[src/rtl/fft_pkg.sv]
// Shared FFT definitions: default sizes, index widths, FP16 sign mask and
// helpers for the packed {re, im} twiddle word.
package fft_pkg;

  localparam int LOG2N_DEF = 4;
  localparam int DW_DEF    = 16;
  localparam int STAGE_W   = 2;

  localparam logic [DW_DEF-1:0] FP16_SIGN = 16'h8000;

  typedef enum logic {
    ST_IDLE,
    ST_RUN
  } tw_state_t;

  function automatic logic [DW_DEF-1:0] tw_re(input logic [2*DW_DEF-1:0] w);
    return w[2*DW_DEF-1:DW_DEF];
  endfunction

  function automatic logic [DW_DEF-1:0] tw_im(input logic [2*DW_DEF-1:0] w);
    return w[DW_DEF-1:0];
  endfunction

endpackage

[src/rtl/twiddle_seq_if.sv]
// Twiddle beat stream from the sequencer (master) to the butterfly unit (slave).
interface twiddle_seq_if
  import fft_pkg::*;
#(
  parameter int LOG2N = LOG2N_DEF,
  parameter int DW    = DW_DEF
);

  logic                 tw_valid;
  logic                 tw_ready;
  logic [2*DW-1:0]      tw_data;
  logic [STAGE_W-1:0]   tw_stage;
  logic [LOG2N-2:0]     tw_bfly;
  logic                 tw_last;

  modport master (
    output tw_valid, tw_data, tw_stage, tw_bfly, tw_last,
    input  tw_ready
  );

  modport slave (
    input  tw_valid, tw_data, tw_stage, tw_bfly, tw_last,
    output tw_ready
  );

endinterface

[src/rtl/twiddle_seq.sv]
// Walks every stage/butterfly of a radix-2 DIT FFT, addresses the external
// twiddle ROM and streams W_N^k (conjugated for IFFT) to the butterfly unit.
module twiddle_seq
  import fft_pkg::*;
#(
  parameter int LOG2N = LOG2N_DEF,
  parameter int DW    = DW_DEF
) (
  input  logic              clk,
  input  logic              rst_n,
  input  logic              start,
  input  logic              inverse,
  input  logic              abort,
  output logic [LOG2N-2:0]  lut_addr,
  input  logic [2*DW-1:0]   lut_w,
  twiddle_seq_if.master     tw,
  output logic              busy,
  output logic              done
);

  localparam int BW = LOG2N - 1;
  localparam int S  = LOG2N;
  localparam int B  = 1 << (LOG2N - 1);
  localparam logic [2*DW-1:0] CONJ_MASK = (2*DW)'(1) << (DW - 1);

  tw_state_t          state_q, state_d;
  logic               inv_q, inv_d;
  logic [STAGE_W-1:0] s_q, s_d, s_nx;
  logic [BW-1:0]      b_q, b_d, b_nx;
  logic               valid_q, valid_d;
  logic               busy_q, busy_d;
  logic               last_q, last_d;
  logic               done_q, done_d;
  logic [2*DW-1:0]    data_q, data_d;
  logic [STAGE_W-1:0] stage_q, stage_d;
  logic [BW-1:0]      bfly_q, bfly_d;
  logic               hs;
  logic               cnt_final;

  // k = (b mod 2^s) << (LOG2N-1-s); the counters already point at the next beat
  always_comb begin
    lut_addr = BW'((32'(b_q) & ((32'd1 << s_q) - 32'd1)) << (32'(BW) - 32'(s_q)));
  end

  always_comb begin
    cnt_final = (s_q == STAGE_W'(S - 1)) && (b_q == BW'(B - 1));
    s_nx      = s_q;
    b_nx      = b_q + 1'b1;
    if (b_q == BW'(B - 1)) begin
      b_nx = '0;
      s_nx = (s_q == STAGE_W'(S - 1)) ? '0 : s_q + 1'b1;
    end
  end

  assign hs = valid_q & tw.tw_ready;

  always_comb begin
    state_d = state_q;
    inv_d   = inv_q;
    s_d     = s_q;
    b_d     = b_q;
    valid_d = valid_q;
    busy_d  = busy_q;
    last_d  = last_q;
    done_d  = 1'b0;
    data_d  = data_q;
    stage_d = stage_q;
    bfly_d  = bfly_q;
    unique case (state_q)
      ST_IDLE: begin
        if (start && !abort) begin
          state_d = ST_RUN;
          inv_d   = inverse;
          valid_d = 1'b1;
          busy_d  = 1'b1;
          data_d  = inverse ? (lut_w ^ CONJ_MASK) : lut_w;
          stage_d = s_q;
          bfly_d  = b_q;
          last_d  = cnt_final;
          s_d     = s_nx;
          b_d     = b_nx;
        end
      end
      ST_RUN: begin
        if (abort || (hs && last_q)) begin
          state_d = ST_IDLE;
          valid_d = 1'b0;
          busy_d  = 1'b0;
          last_d  = 1'b0;
          s_d     = '0;
          b_d     = '0;
          done_d  = !abort;
        end else if (hs) begin
          data_d  = inv_q ? (lut_w ^ CONJ_MASK) : lut_w;
          stage_d = s_q;
          bfly_d  = b_q;
          last_d  = cnt_final;
          s_d     = s_nx;
          b_d     = b_nx;
        end
      end
      default: state_d = ST_IDLE;
    endcase
  end

  always_ff @(posedge clk or negedge rst_n) begin
    if (!rst_n) begin
      state_q <= ST_IDLE;
      inv_q   <= 1'b0;
      s_q     <= '0;
      b_q     <= '0;
      valid_q <= 1'b0;
      busy_q  <= 1'b0;
      last_q  <= 1'b0;
      done_q  <= 1'b0;
      data_q  <= '0;
      stage_q <= '0;
      bfly_q  <= '0;
    end else begin
      state_q <= state_d;
      inv_q   <= inv_d;
      s_q     <= s_d;
      b_q     <= b_d;
      valid_q <= valid_d;
      busy_q  <= busy_d;
      last_q  <= last_d;
      done_q  <= done_d;
      data_q  <= data_d;
      stage_q <= stage_d;
      bfly_q  <= bfly_d;
    end
  end

  assign tw.tw_valid = valid_q;
  assign tw.tw_data  = data_q;
  assign tw.tw_stage = stage_q;
  assign tw.tw_bfly  = bfly_q;
  assign tw.tw_last  = last_q;
  assign busy        = busy_q;
  assign done        = done_q;

endmodule
[src/flat_wrapper.sv]
// flat-port wrapper written by rule: the top's interface ports become plain ports
module twiddle_seq_flat import fft_pkg::*;
#(
  parameter int LOG2N = LOG2N_DEF,
  parameter int DW    = DW_DEF
)
  (clk, rst_n, start, inverse, abort, lut_addr, lut_w, busy, done, tw_tw_valid, tw_tw_data, tw_tw_stage, tw_tw_bfly, tw_tw_last, tw_tw_ready);
  twiddle_seq_if #(.LOG2N(LOG2N), .DW(DW)) tw_i ();
  input  logic clk;
  input  logic rst_n;
  input  logic start;
  input  logic inverse;
  input  logic abort;
  output logic [LOG2N-2:0] lut_addr;
  input  logic [2*DW-1:0] lut_w;
  output logic busy;
  output logic done;
  output wire logic [$bits(tw_i.tw_valid)-1:0] tw_tw_valid;
  output wire logic [$bits(tw_i.tw_data)-1:0] tw_tw_data;
  output wire logic [$bits(tw_i.tw_stage)-1:0] tw_tw_stage;
  output wire logic [$bits(tw_i.tw_bfly)-1:0] tw_tw_bfly;
  output wire logic [$bits(tw_i.tw_last)-1:0] tw_tw_last;
  input wire logic [$bits(tw_i.tw_ready)-1:0] tw_tw_ready;
  assign tw_tw_valid = tw_i.tw_valid;
  assign tw_tw_data = tw_i.tw_data;
  assign tw_tw_stage = tw_i.tw_stage;
  assign tw_tw_bfly = tw_i.tw_bfly;
  assign tw_tw_last = tw_i.tw_last;
  assign tw_i.tw_ready = tw_tw_ready;
  twiddle_seq #(.LOG2N(LOG2N), .DW(DW)) u_core (.clk(clk), .rst_n(rst_n), .start(start), .inverse(inverse), .abort(abort), .lut_addr(lut_addr), .lut_w(lut_w), .tw(tw_i), .busy(busy), .done(done));
endmodule
[config.mk]
export PLATFORM = sky130hd
export DESIGN_NAME = twiddle_seq_flat
export DESIGN_NICKNAME = d
export VERILOG_FILES = /design/src/rtl/fft_pkg.sv /design/src/rtl/twiddle_seq_if.sv /design/src/rtl/twiddle_seq.sv /design/src/flat_wrapper.sv
export SDC_FILE = /design/constraint.sdc
export NUM_CORES = 1
export LEC_CHECK = 0
export BUFFER_PORTS_ARGS = -buffer_cell sky130_fd_sc_hd__buf_2
export CAP_MARGIN = 15
export CORE_UTILIZATION = 48
export DETAILED_ROUTE_END_ITERATION = 7
export PLACE_DENSITY = 0.9
export SLEW_MARGIN = 0
export SYNTH_ARGS = -nofsm -noshare
export SYNTH_HDL_FRONTEND = slang
export SYNTH_SLANG_ARGS = --single-unit
[constraint.sdc]
create_clock -name clk -period 2 [get_ports clk]
set_clock_uncertainty 0.15 [all_clocks]
set_input_delay 0.4 -clock clk [delete_from_list [all_inputs] [get_ports clk]]
set_output_delay 0.4 -clock clk [all_outputs]
set_load 0.05 [all_outputs]
=== After elaboration in Yosys (flattened, before gate mapping) ===
Index checks and enable logic that the tools add are counted.
W data, S select, Z words.

* Register bits after elaboration: 47
* Input bits: 38
* Output and inout bits: 44
* Logic and storage cells: 73

* $add $sub $neg: 4
* Eq/ne operators: 7
* Shift operators: 2
* Mux-type cells: 37
* Bitwise logic cells: 4
* Reductions and logical operators: 9

{| class="wikitable"
|+ Operators by type and width
! kind !! number
|-
| $mux W32 || 3
|-
| $pmux W32 S2 || 1
|-
| $and A3 B32 Y32 || 1
|-
| $mux W16 || 2
|-
| $shl A1 B2 Y32 const A || 1
|-
| $shl A32 B32 Y3 || 1
|-
| $sub A32 B1 Y32 const B || 1
|-
| $mux W3 || 7
|-
| $mux W2 || 8
|-
| $pmux W3 S2 || 2
|-
| $mux W1 || 9
|-
| $pmux W2 S2 || 2
|-
| $ne A2 B2 Y1 const B || 3
|-
| $pmux W1 S2 || 3
|-
| $reduce_and A2 Y1 || 3
|-
| $add A3 B1 Y3 const B || 1
|-
| $eq A3 B3 Y1 const B || 1
|-
| $logic_and A1 B1 Y1 || 3
|-
| $ne A3 B3 Y1 const B || 1
|-
| $reduce_and A3 Y1 || 1
|-
| $sub A2 B2 Y3 const A || 1
|-
| $add A2 B1 Y2 const B || 1
|-
| $eq A2 B2 Y1 const B || 1
|-
| $ne A2 B1 Y1 const B || 1
|-
| other kinds (4) || 5
|}

=== Depth between registers and ports, before layout ===
* Depth after elaboration: 6
* Mapped depth: 5
* Gate-level depth less buffers: 5

=== Worst setup path before layout ===
OpenSTA, ideal clock, no wires.

* Path type: reg2out
* Start point: register u_core.s_q[0]
* End point: output port lut_addr[0]
* Arrival time: 2455 ps
* Data required time: 1450 ps
* Slack: -1005 ps
* Stages on the path, launching flop included: 4
* Path buffers: 0
* Cell sequence: dfrtp_1 inv_1 ha_1 nor4b_1

* Word-level cells in the longest chain between the ends: 4
* Elaborated cells between the ends (all ways): 5
* Those cells by class: 2 x add/sub; 2 x shift; 1 x bitwise

{| class="wikitable"
|+ RTL lines
! item !! line !! RTL
|-
| start: declaration || twiddle_seq.sv:28 || <nowiki>logic [STAGE_W-1:0] s_q, s_d, s_nx;</nowiki>
|-
| start signal: assignment || twiddle_seq.sv:110 || <nowiki>s_q <= '0;</nowiki>
|-
| start signal: assignment || twiddle_seq.sv:122 || <nowiki>s_q <= s_d;</nowiki>
|-
| $shl A1 B2 Y32 || twiddle_seq.sv:42 || <nowiki>lut_addr = BW'((32'(b_q) & ((32'd1 << s_q) - 32'd1)) << (32'(BW) - 32'(s_q)));</nowiki>
|-
| $sub A32 B1 Y32 || twiddle_seq.sv:42 ||
|-
| $and A3 B32 Y32 || twiddle_seq.sv:42 ||
|-
| $shl A32 B32 Y3 * || twiddle_seq.sv:42 ||
|-
| end: declaration || flat_wrapper.sv:14 || <nowiki>output logic [LOG2N-2:0] lut_addr;</nowiki>
|}

Every way passes the cells marked *; elsewhere a longest branch is shown, timed or not.

=== Worst setup path after layout ===
* Start point: register u_core.s_q[0]
* End point: output port lut_addr[2]

The elaborated chain is that of the path after synthesis.

==> results.env <==
GRT_OVERFLOW_TOTAL=0
TIMING.FINAL.CRIT_PERIOD_NS=2.11
AVG_WL_PER_CELL_UM=14.5
CRITICAL_PATH.REG2REG.ENDPOINT='u_core.tw.tw_data[17]$_DFFE_PN0P_'
AREA.GROWTH.SYNTH_TO_FINAL_PCT=32.9
FAILED_CHECKS='setup timing'
MOSTFREQUENTLAYOUTCELLS='78 x buf_2, 46 x dfrtp_1, 30 x mux2_2'
ANTENNADIODECOUNT=0
NUM-NETS-FINAL=276
POST_SYNTH_INSTANCE_AREA_UM2=2060
TRITONCTS_SINK_COUNT=47
SLOWEST_STAGE='dfrtp_2'
SLEW_OF_THE_PIN_WITH_THE_LOWEST_SLEW_MARGIN_NS=0.576
FLOORPLAN.IO_PINS=82
PATH_CLK_SLEW_NS=0.08
COUNT_OF_DISTINCT_CELL_TYPES_IN_THE_SYNTHESIZED_NETLIST=27
H_TREE_DEPTH=2
END_KIND='primary output'
CRITICALPATHCATEGORY='reg2out'
DIE_AREA_UM2=4550
CTS_MAX_PATH_BUFFERS=2
MOSTFREQUENTLAYOUTCELL='buf_2'
TIMING.CRITICAL_PATH.CELLS='buf_4 -> ha_1 -> a31oi_1 -> o21ai_4 -> buf_6'
REG2REG_FROM='u_core.tw.tw_last$_DFFE_PN0P_'
YOSYSWARNINGS=0
SYNTHCELLS=141
GRT_PASS1_WL_MM=6.37
CTS_MADE_BUFFERS=5
DETAILROUTE.VIA_COUNT=1427
STD_CELL_ROWS=23
DETAIL_ROUTE.FIRST_PASS.ITERATIONS=4
SYNTH_EDF_COUNT=0
STARTPOINT_TYPE='flip-flop'
RSZ0062_AT_GRT='true'
TIMING_MAX_TRANSITION_VIOLATIONS_FINAL=0
SYN-MEAN-INSTANCE-AREA_UM2=14.6
INITIAL_UTILIZATION=0.507
MAPPEDNETLISTNETS=186
GRT_ANTENNA_BEFORE_REPAIR=0
CRITPATHMAXFANOUT=7
DETAILEDROUTE.FIRSTITERATIONVIOLATIONS=74
DIE_W_UM=67.4
TRITONCTS_CLOCK_TREE='built'
DETAIL-ROUTE-ANTENNA-NETS=0
PLACE.GP.CONGESTION=0.725
POSTSYNTH.TOPFLOPCELL='dfrtp_1'
ROUTE.DETAILED.DRC=0
CELLLEAKAGEPOWER_nW=1.35
PORT_BUFFERS=81
CRIT_BUF_INV=2
TIMING.CRITICAL_PATH.FROM='u_core.s_q[0]$_DFFE_PN0P_'
FINALSETUPVIOLATIONS=3
WORST_SUPPLY_VOLTAGE_DROP_ON_VDD_V=0.000946
SYNTH-ASYNC-RESET-RATIO=1.00
GRT_PASS1_VIAS=1393
CTSHOLDBUFFERS=0
FMAX_MHz=475
LAYOUT-DRIVE-GT1-SHARE=0.616
REPORT.FINAL.HOLD_VIOL_COUNT=0
CAP_VIOLATIONS=0
ROUTED_WIRELENGTH_MM=4.09
DPL.HPWL_MM=2.90
TIMING.REG2REG.WORST_PATH_DEPTH=4
STANDARD_CELL_CORE_AREA_UM2=4060
ROUTED_VIA_DENSITY=5.06
ENDPOINT='lut_addr[2]'
LATEST_CLOCK_ARRIVAL_WITHIN_THE_WORST_SKEW_PAIR_NS=0.29
MAX_STAGE_DELAY_NS=0.43
TIMING.CRITICAL_PATH.MAX_DELAY_FAMILY='flip-flops'
TIMING.SLEW.HEADROOM=0.616
GRT_USAGE=0.194
SYNTH_SEQ_CELLS=47
CLOCK_TREE.ROOT_CELL='clkbuf_8'
FIN_TNS_SETUP_NS=-0.199
DETAILEDPLACE.WORSTSLACK_NS=0.0370
SEQ_AREA_FRAC_SYNTH=0.572
POWER_DENSITY_nW_PER_UM2=1510
GRT_MAX_DEGREE=48
OUTCOME='finished with violations'
WORST_HOLD_PATH_TYPE='in2async'
SETUP_WS_NS=-0.106
DIE_H_UM=67.4
PATH_DEPTH=5
CRITICAL_PATH_ARRIVAL_NS=1.56
CRITPATHREQUIREDTIME_NS=1.45
PERIOD_SHARE=1.05
RRSETUPSLACK_NS=0.26
==> per-stage QoR <==
stage	total power, mW	util	hold slack (ns)	instances	instance area [um^2]
floorplan	3.07	-	-0.0456	141	2090
global placement	3.48	0.630	0.313	272	2550
detailed placement	3.54	0.630	0.321	272	2550
CTS	4.17	0.666	0.0513	280	2700
global route	4.34	0.673	0.0922	282	2730
finish	4.13	0.673	0.0424	282	2730
==> worst min-delay path by stage <==
stage               depth (start not counted)                                 to
floorplan                                   0          u_core.b_q[0]$_DFFE_PN0P_
global placement                            1  u_core.tw.tw_data[20]$_DFFE_PN0P_
detailed placement                          1  u_core.tw.tw_data[25]$_DFFE_PN0P_
CTS                                         2  u_core.tw.tw_data[15]$_DFFE_PN0P_
global route                                2  u_core.tw.tw_data[21]$_DFFE_PN0P_
finish                                      2              u_core.done$_DFF_PN0_
==> worst reg2reg max path, stage by stage, from the launching register on <==
cell	delay [ns]
dfrtp_1	0.42
nand4b_2	0.25
a21oi_4	0.17
buf_12	0.25
mux2_2	0.39
==> synthesized netlist by cell type (all sizes together) (3+ instances only) <==
master,instances,area share
dfrtp,47,0.57
mux2,38,0.21
ha,7,0.043
nor2,7,0.013
buf,6,0.031
o21ai,5,0.012
inv,4,0.0073
a31oi,3,0.0091
mux2i,3,0.015
==> layout make-up <==
| class | instances | area, um^2 |
|---|---|---|
| tap | 50 | 62.6 |
| clock inverter | 1 | 7.51 |
| clock buffer | 7 | 96.3 |
| fill | 305 | 1330 |
| sequential | 47 | 1180 |
| inverter | 4 | 15.0 |
| timing repair buffer | 89 | 500 |
| multi-input combinational | 84 | 873 |
==> power breakdown <==
| part | internal, mW | leakage, nW | switching, mW |
|---|---|---|---|
| clock | 0.314 | 0.0505 | 0.302 |
| sequential | 1.29 | 0.574 | 0.195 |
| combinational | 0.555 | 0.721 | 1.48 |
| total | 2.16 | 1.35 | 1.98 |
==> repair_timing <==
item                       in CTS  in global routing
setup buffers                   0                  2
setup endpoints to repair       3                  3
pin swaps                       5                  2
resized for setup               9                  5
==> flip-flops by register name (all words and copies together) (netlist names) <==
name                cells
u_core.tw.tw_bfly       3
u_core.state_q          1
u_core.b_q              3
u_core.tw.tw_valid      1
u_core.s_q              2
u_core.inv_q            1
u_core.tw.tw_last       1
u_core.done             1
u_core.tw.tw_data      32
u_core.tw.tw_stage      2
==> routing by layer <==
layer,share of wire,track usage
met5,0,0
met4,0.0059,0.0691
met3,0.056,0.0642
met2,0.51,0.324
met1,0.42,0.231
==> logic make-up (layout without fill, tap and decap cells) <==
kind of cell    Yosys count  after routing  synth area share
xor+xnor                  2              2           0.00852
buf+inv                  10            101            0.0383
simple gates             18             18            0.0554
fa+ha+maj                 7              7            0.0426
compound gates           16             16            0.0603
mux                      41             41             0.223
flops                    47             47             0.572
(Power assumes the default switching activity.)
